File: src/rtl/clock_divider_multi.sv
// Multi-channel programmable clock-enable generator (toggle or pulse mode per channel).
// Latency: outputs registered; first tick/clk change visible after the D-th enabled edge.
// No backpressure: free-running; config writes land in a shadow and apply at the next period boundary.
module clock_divider_multi #(
    parameter int N_CH        = 4,
    parameter int CNT_W       = 16,
    parameter int DEFAULT_DIV = 50,
    localparam int CH_W       = (N_CH > 1) ? $clog2(N_CH) : 1
) (
    input  logic              i_clk,
    input  logic              i_reset_n,
    input  logic [N_CH-1:0]   i_en,
    input  logic              i_sync,
    input  logic              i_wr,
    input  logic [CH_W-1:0]   i_wr_ch,
    input  logic [CNT_W-1:0]  i_wr_div,
    input  logic              i_wr_mode,
    output logic [N_CH-1:0]   o_clk,
    output logic [N_CH-1:0]   o_tick
);

    localparam logic [CNT_W-1:0] ONE     = {{(CNT_W-1){1'b0}}, 1'b1};
    localparam logic [CNT_W-1:0] DEF_DIV = CNT_W'(DEFAULT_DIV);

    // Per-channel state: counter, active config, shadow config, output registers
    logic [N_CH-1:0][CNT_W-1:0] cnt_q,   cnt_d;
    logic [N_CH-1:0][CNT_W-1:0] div_q,   div_d;
    logic [N_CH-1:0][CNT_W-1:0] div_s_q, div_s_d;
    logic [N_CH-1:0]            mode_q,   mode_d;
    logic [N_CH-1:0]            mode_s_q, mode_s_d;
    logic [N_CH-1:0]            clk_q,    clk_d;
    logic [N_CH-1:0]            tick_q,   tick_d;

    // Shadow config capture; out-of-range channel numbers match no loop index and are dropped
    always_comb begin
        div_s_d  = div_s_q;
        mode_s_d = mode_s_q;
        for (int i = 0; i < N_CH; i++) begin
            if (i_wr && (i_wr_ch == CH_W'(i))) begin
                // D = 0 would make the wrap compare underflow; treat it as divide-by-one
                div_s_d[i]  = (i_wr_div == '0) ? ONE : i_wr_div;
                mode_s_d[i] = i_wr_mode;
            end
        end
    end

    // Per-channel counter/output update; shadow->active only at disable, sync or wrap
    always_comb begin
        cnt_d  = cnt_q;
        div_d  = div_q;
        mode_d = mode_q;
        clk_d  = clk_q;
        tick_d = tick_q;
        for (int i = 0; i < N_CH; i++) begin
            if (!i_en[i] || i_sync) begin
                cnt_d[i]  = '0;
                clk_d[i]  = 1'b0;
                tick_d[i] = 1'b0;
                div_d[i]  = div_s_q[i];
                mode_d[i] = mode_s_q[i];
            end else if (cnt_q[i] == (div_q[i] - ONE)) begin
                cnt_d[i]  = '0;
                tick_d[i] = 1'b1;
                div_d[i]  = div_s_q[i];
                mode_d[i] = mode_s_q[i];
                // A mode switch restarts the output low so the new mode starts from a clean phase
                if (mode_s_q[i] != mode_q[i]) begin
                    clk_d[i] = 1'b0;
                end else if (mode_q[i]) begin
                    clk_d[i] = 1'b1;
                end else begin
                    clk_d[i] = ~clk_q[i];
                end
            end else begin
                cnt_d[i]  = cnt_q[i] + ONE;
                tick_d[i] = 1'b0;
                clk_d[i]  = mode_q[i] ? 1'b0 : clk_q[i];
            end
        end
    end

    // State registers with asynchronous reset back to the default divide
    always_ff @(posedge i_clk or negedge i_reset_n) begin
        if (!i_reset_n) begin
            cnt_q    <= '0;
            div_q    <= {N_CH{DEF_DIV}};
            div_s_q  <= {N_CH{DEF_DIV}};
            mode_q   <= '0;
            mode_s_q <= '0;
            clk_q    <= '0;
            tick_q   <= '0;
        end else begin
            cnt_q    <= cnt_d;
            div_q    <= div_d;
            div_s_q  <= div_s_d;
            mode_q   <= mode_d;
            mode_s_q <= mode_s_d;
            clk_q    <= clk_d;
            tick_q   <= tick_d;
        end
    end

    assign o_clk  = clk_q;
    assign o_tick = tick_q;

endmodule
File: config.mk
export PLATFORM = sky130hd
export DESIGN_NAME = clock_divider_multi
export DESIGN_NICKNAME = d
export VERILOG_FILES = /design/src/rtl/clock_divider_multi.sv
export SDC_FILE = /design/constraint.sdc
export NUM_CORES = 1
export LEC_CHECK = 0
export CAP_MARGIN = 40
export CORE_ASPECT_RATIO = 1.5
export CORE_UTILIZATION = 50
export CTS_BUF_LIST = sky130_fd_sc_hd__clkbuf_4 sky130_fd_sc_hd__clkbuf_8 sky130_fd_sc_hd__clkbuf_16
export DETAILED_ROUTE_END_ITERATION = 12
export PLACE_DENSITY = 0.67
export REMOVE_ABC_BUFFERS = 1
export SLEW_MARGIN = 30
export SYNTH_ARGS = -nofsm -noshare
export SYNTH_HDL_FRONTEND = slang
export SYNTH_SLANG_ARGS = --single-unit
export TNS_END_PERCENT = 50
File: constraint.sdc
create_clock -name i_clk -period 7.7 [get_ports i_clk]
set_input_delay 1.54 -clock i_clk [delete_from_list [all_inputs] [get_ports i_clk]]
set_output_delay 1.54 -clock i_clk [all_outputs]
set_load 0.005 [all_outputs]
**Yosys cells after proc, flatten, opt, wreduce, memory -nomap -nowiden**

Cells that the tools add are included.

- Register bits: 208
- Latch bits: 0
- Bits in writable memories: 0
- Memory bits (read-only): 0
- Output and inout bits: 8
- Memories kept: 0

- $add $sub $neg: 8
- Multiply operators: 0
- Div/mod/pow operators: 0
- $lt $le $gt $ge: 0
- Eq/ne operators: 11
- Shifts and indexed selects: 0
- Multiplexer cells: 53
- Bitwise operators: 4
- Reduce and logical (&&, ||, !) cells: 22

Operator list:

| cell | number |
|---|---|
| 2-to-1 mux 16 bit | 17 |
| adder 16 x 1 -> 16 bit, second input constant | 4 |
| == test 16 bit | 4 |
| subtractor 16 x 1 -> 16 bit, second input constant | 4 |
| 2-to-1 mux 1 bit | 36 |
| zero test 16 bit | 1 |
| nonzero test 3 bit | 4 |
| nonzero test 2 bit | 4 |
| == test 2 bit, second input constant | 2 |
| logical AND 1 bit | 4 |
| zero test 1 bit | 4 |
| logical OR 1 bit | 4 |
| != test 1 bit | 4 |
| NOT 1 bit | 4 |
| == test 2 x 1 -> 1 bit, second input constant | 1 |
| zero test 2 bit | 1 |

**Depth between registers and ports, before layout**

- Word-level depth: 5
- Depth in mapped cells: 13

**Least setup slack after synthesis**

Ideal clock, no wire load.

- Path kind: reg-to-reg
- Start point: reg div_q[32] (netlist bit)
- End point: reg div_q[40] (netlist bit)
- Arrival: 3325 ps
- Required time: 7575 ps
- Slack: 4250 ps
- Cell stages (with the launch flop): 12
- Buffers on the path: 1
- Path through: dfrtp_1 > inv_1 > ha_1 > nor4b_1 > nand3_1 > xnor2_1 > o221a_2 > o22a_1 > nor4_2 > nor2_2 > clkbuf_1 > mux2_2

- Cells in the longest elaborated chain, start to end: 3

Ends and longest elaborated chain:

| element | RTL line | text |
|---|---|---|
| from (decl) | 27 | `logic [N_CH-1:0][CNT_W-1:0] div_q, div_d;` |
| from (signal assigned) | 86 | `div_q <= {N_CH{DEF_DIV}};` |
| from (signal assigned) | 94 | `div_q <= div_d;` |
| subtractor 16 x 1 -> 16 bit | 61 | `end else if (cnt_q[i] == (div_q[i] - ONE)) begin` |
| == test 16 bit | 61 |  |
| nonzero test 2 bit (no line) | n/a |  |

Every way passes these cells.
A chain may end at the register's enable or synchronous reset.

**Final worst setup path**

- Start point: reg div_q[48] (netlist bit)
- End point: reg div_q[61] (netlist bit)

The elaborated chain is that of the path after synthesis.

==> results.md <==
* Status: complete, no violations
* Die width at 121 um
* Post-synth top flop: dfrtp_1
* Wirelength, routed at 21800 um
* Tcrit/Tclk final at 0.504
* Maximum VDD drop at 0.000220 V
* Vias per cell at 5.63
* CTS tree: yes
* Drt wl/cell at 17.3 um
* Setup TNS at 0 ns
* CTS sink count at 208
* Arrival time worst endpoint at 4.27 ns
* Synth cell count leaders: dfrtp_1, mux2_2, nor2_1
* Die area at 0.0218 mm^2
* Cts bufs inserted at 21
* Register area at 0.00524 mm^2
* Final setup vio count at 0
* Setup crit start: div_q[48]$_DFFE_PN0P_
* Routability Congestion at 0.852
* Crit. End Element: flip-flop
* Clk_skew at 0.0122 ns
* Initial Util at 0.515
* Worst-Margin Slew at 0.699 ns
* Post-synth ARST share at 1.00
* Mapped cell area at 0.0106 mm^2
* Critical Path Sink: div_q[61]$_DFFE_PN0P_
* Routed Antenna Nets at 0
* Die height at 180 um
* Unrepaired setup endpoints after global routing: false
* Seq cells post-synth at 208
* FP Rows at 64
* Synth top area share at 0.435
* Worst r2r src: div_q[48]$_DFFE_PN0P_
* CP Class: reg2reg
* Layout cells sized above 1 at 0.226
* Final non-filler cell total at 1261
* Clk root buf: clkbuf_16
* Post-synth EDFFs at 0
* CTS resizes at 0
* NumNets Final at 1018
* Hold Fails Final Rpt at 0
* Fillers at 1723
* Area leader, netlist: dfrtp_1
* Total Power at 2.98 mW
* Most frequent cell after synthesis: dfrtp_1
* Placed cells at 1222
* Leakage power total at 4.95 nW
* Layout area overhead at 13.7%
* Initial antenna violation count at 0
* Largest cells by area after synthesis: dfrtp_1, mux2_2, dfstp_2
* Hold Crit Class: reg2reg
* Htree depth at 1
* R2R depth at 11
* Core Region at 0.0206 mm^2
* First-pass GRT wire length at 36700 um
* Reg-to-reg endpoint: div_q[61]$_DFFE_PN0P_
* Library cells used by synthesis at 72
* Post-DP HPWL at 15400 um
* Via count at 7095
* Yosys warns at 0
* Min cycle time layout at 3.88 ns
* Final Slew Violations at 0
* Pin count of the biggest net entering global routing at 85
* Multi-input gate area at 0.00517 mm^2
* Total I/O pin count at 35
* Max Freq at 0.257 GHz
* PwrDens at 247 mW/mm^2
* Post-CTS setup buffers at 0
* Relative slew slack at 0.529
* All-layer global routing usage at 0.210
* Gate Count Post-Synth at 941
* Max Cap Violations at 0
* First DRT Iteration DRCs at 332
* Hold Buf Count CTS at 0
* Max clock buf depth at 3
* Flop2flop setup slack at 3.82 ns
* Crit-path max FO at 33
* Worst-path clk slew at 0.07 ns
* Drt drc at 0
* Number of global-route vias before repair at 7133
* Buffers on Ports at 34
* Worst Path Required at 8.08 ns
* Syn Area/Cell at 11.3 um^2
* DR pass1 iterations at 4
* Startpoint Class: flip-flop
* Clock Latency Late Sink at 0.50 ns
* N_diodes at 0
* Sequential share of the synthesized area at 0.494
* GRT overflow at 0
==> cell type report <==
cell class,instances,share of cell area
sequential,208,0.435
multi-input combinational,684,0.429
clock buffer,29,0.0502
timing repair buffer,52,0.0441
tap,264,0.0274
clock inverter,8,0.00955
inverter,16,0.00498
==> where the power goes <==
group	total, mW	internal [mW]	switching, mW
Combinational	0.504	0.277	0.226
Sequential	1.41	1.26	0.152
Clock	1.06	0.649	0.414
Total	2.98	2.19	0.793
==> cells by family (layout without fill, tap and decap cells) <==
family / after synthesis / in the layout / share of synthesized area
buf+inv: 49 / 105 / 0.0193
flops: 208 / 208 / 0.494
xor+xnor: 141 / 141 / 0.118
fa+ha+maj: 8 / 8 / 0.00945
compound gates: 65 / 65 / 0.0429
simple gates: 328 / 328 / 0.163
mux: 142 / 142 / 0.153
==> per-layer routing <==
metal	global-route usage	wire length, um	up-vias
met5	0	0	-
met1	0.263	9130	3554
met4	0.0538	467	0
met3	0.0241	642	31
li1	-	-	3422
met2	0.381	11600	88
==> flip-flops by register name, indices dropped and copies added (netlist names) <==
name	count
cnt_q	64
div_q	64
div_s_q	64
mode_q	4
mode_s_q	4
o_clk	4
o_tick	4
==> layout by cell type (no fill, tap or decap), types with 7 or more instances in the layout <==
master / synthesis / layout
a21oi_1: 13 / 13
and3_1: 19 / 19
buf_4: 2 / 7
buf_6: 1 / 7
clkbuf_16: 0 / 21
clkdlybuf4s50_1: 0 / 33
dfrtp_1: 184 / 184
dfstp_2: 24 / 24
ha_1: 8 / 8
inv_1: 16 / 16
mux2_2: 122 / 122
mux2_4: 9 / 9
mux2i_1: 8 / 8
nand2_1: 39 / 39
nand2b_1: 9 / 9
nand3_1: 55 / 55
nor2_1: 77 / 77
nor3_1: 53 / 53
nor4_1: 19 / 19
o21ai_0: 14 / 14
xnor2_1: 72 / 72
xor2_1: 68 / 68
==> worst min-delay path by stage <==
stage                                         end               startpoint  depth (start not counted)
final                       div_q[60]$_DFFE_PN0P_  div_s_q[60]$_DFFE_PN0P_                          1
after global routing        div_q[60]$_DFFE_PN0P_  div_s_q[60]$_DFFE_PN0P_                          1
after CTS                   div_q[60]$_DFFE_PN0P_  div_s_q[60]$_DFFE_PN0P_                          1
after detailed placement    div_q[60]$_DFFE_PN0P_  div_s_q[60]$_DFFE_PN0P_                          1
after global placement    div_s_q[32]$_DFFE_PN0P_  div_s_q[32]$_DFFE_PN0P_                          2
after floorplan           div_s_q[48]$_DFFE_PN0P_  div_s_q[48]$_DFFE_PN0P_                          2
==> per-stage QoR <==
stage | setup WS [ns] | hold WS (ns) | instance area [um^2] | utilization
after CTS | 3.84 | 0.486 | 12000 | 0.584
after detailed placement | 3.84 | 0.473 | 11300 | 0.549
final | 3.82 | 0.482 | 12000 | 0.585
after floorplan | 3.88 | 0.444 | 10400 | -
after global placement | 3.78 | 0.460 | 11200 | 0.544
after global routing | 3.61 | 0.505 | 12000 | 0.585
==> worst max-delay path: stages, from the launching register on <==
cell	delay, ns
dfrtp_1	0.42
inv_1	0.08
ha_1	0.20
nor4b_2	0.59
nand2_1	0.32
o31ai_1	0.28
a2bb2oi_1	0.09
a211o_1	0.26
or4b_1	0.59
o21bai_2	0.15
buf_4	0.37
mux2_2	0.39
Note: power is estimated with default switching activity, not from simulation.
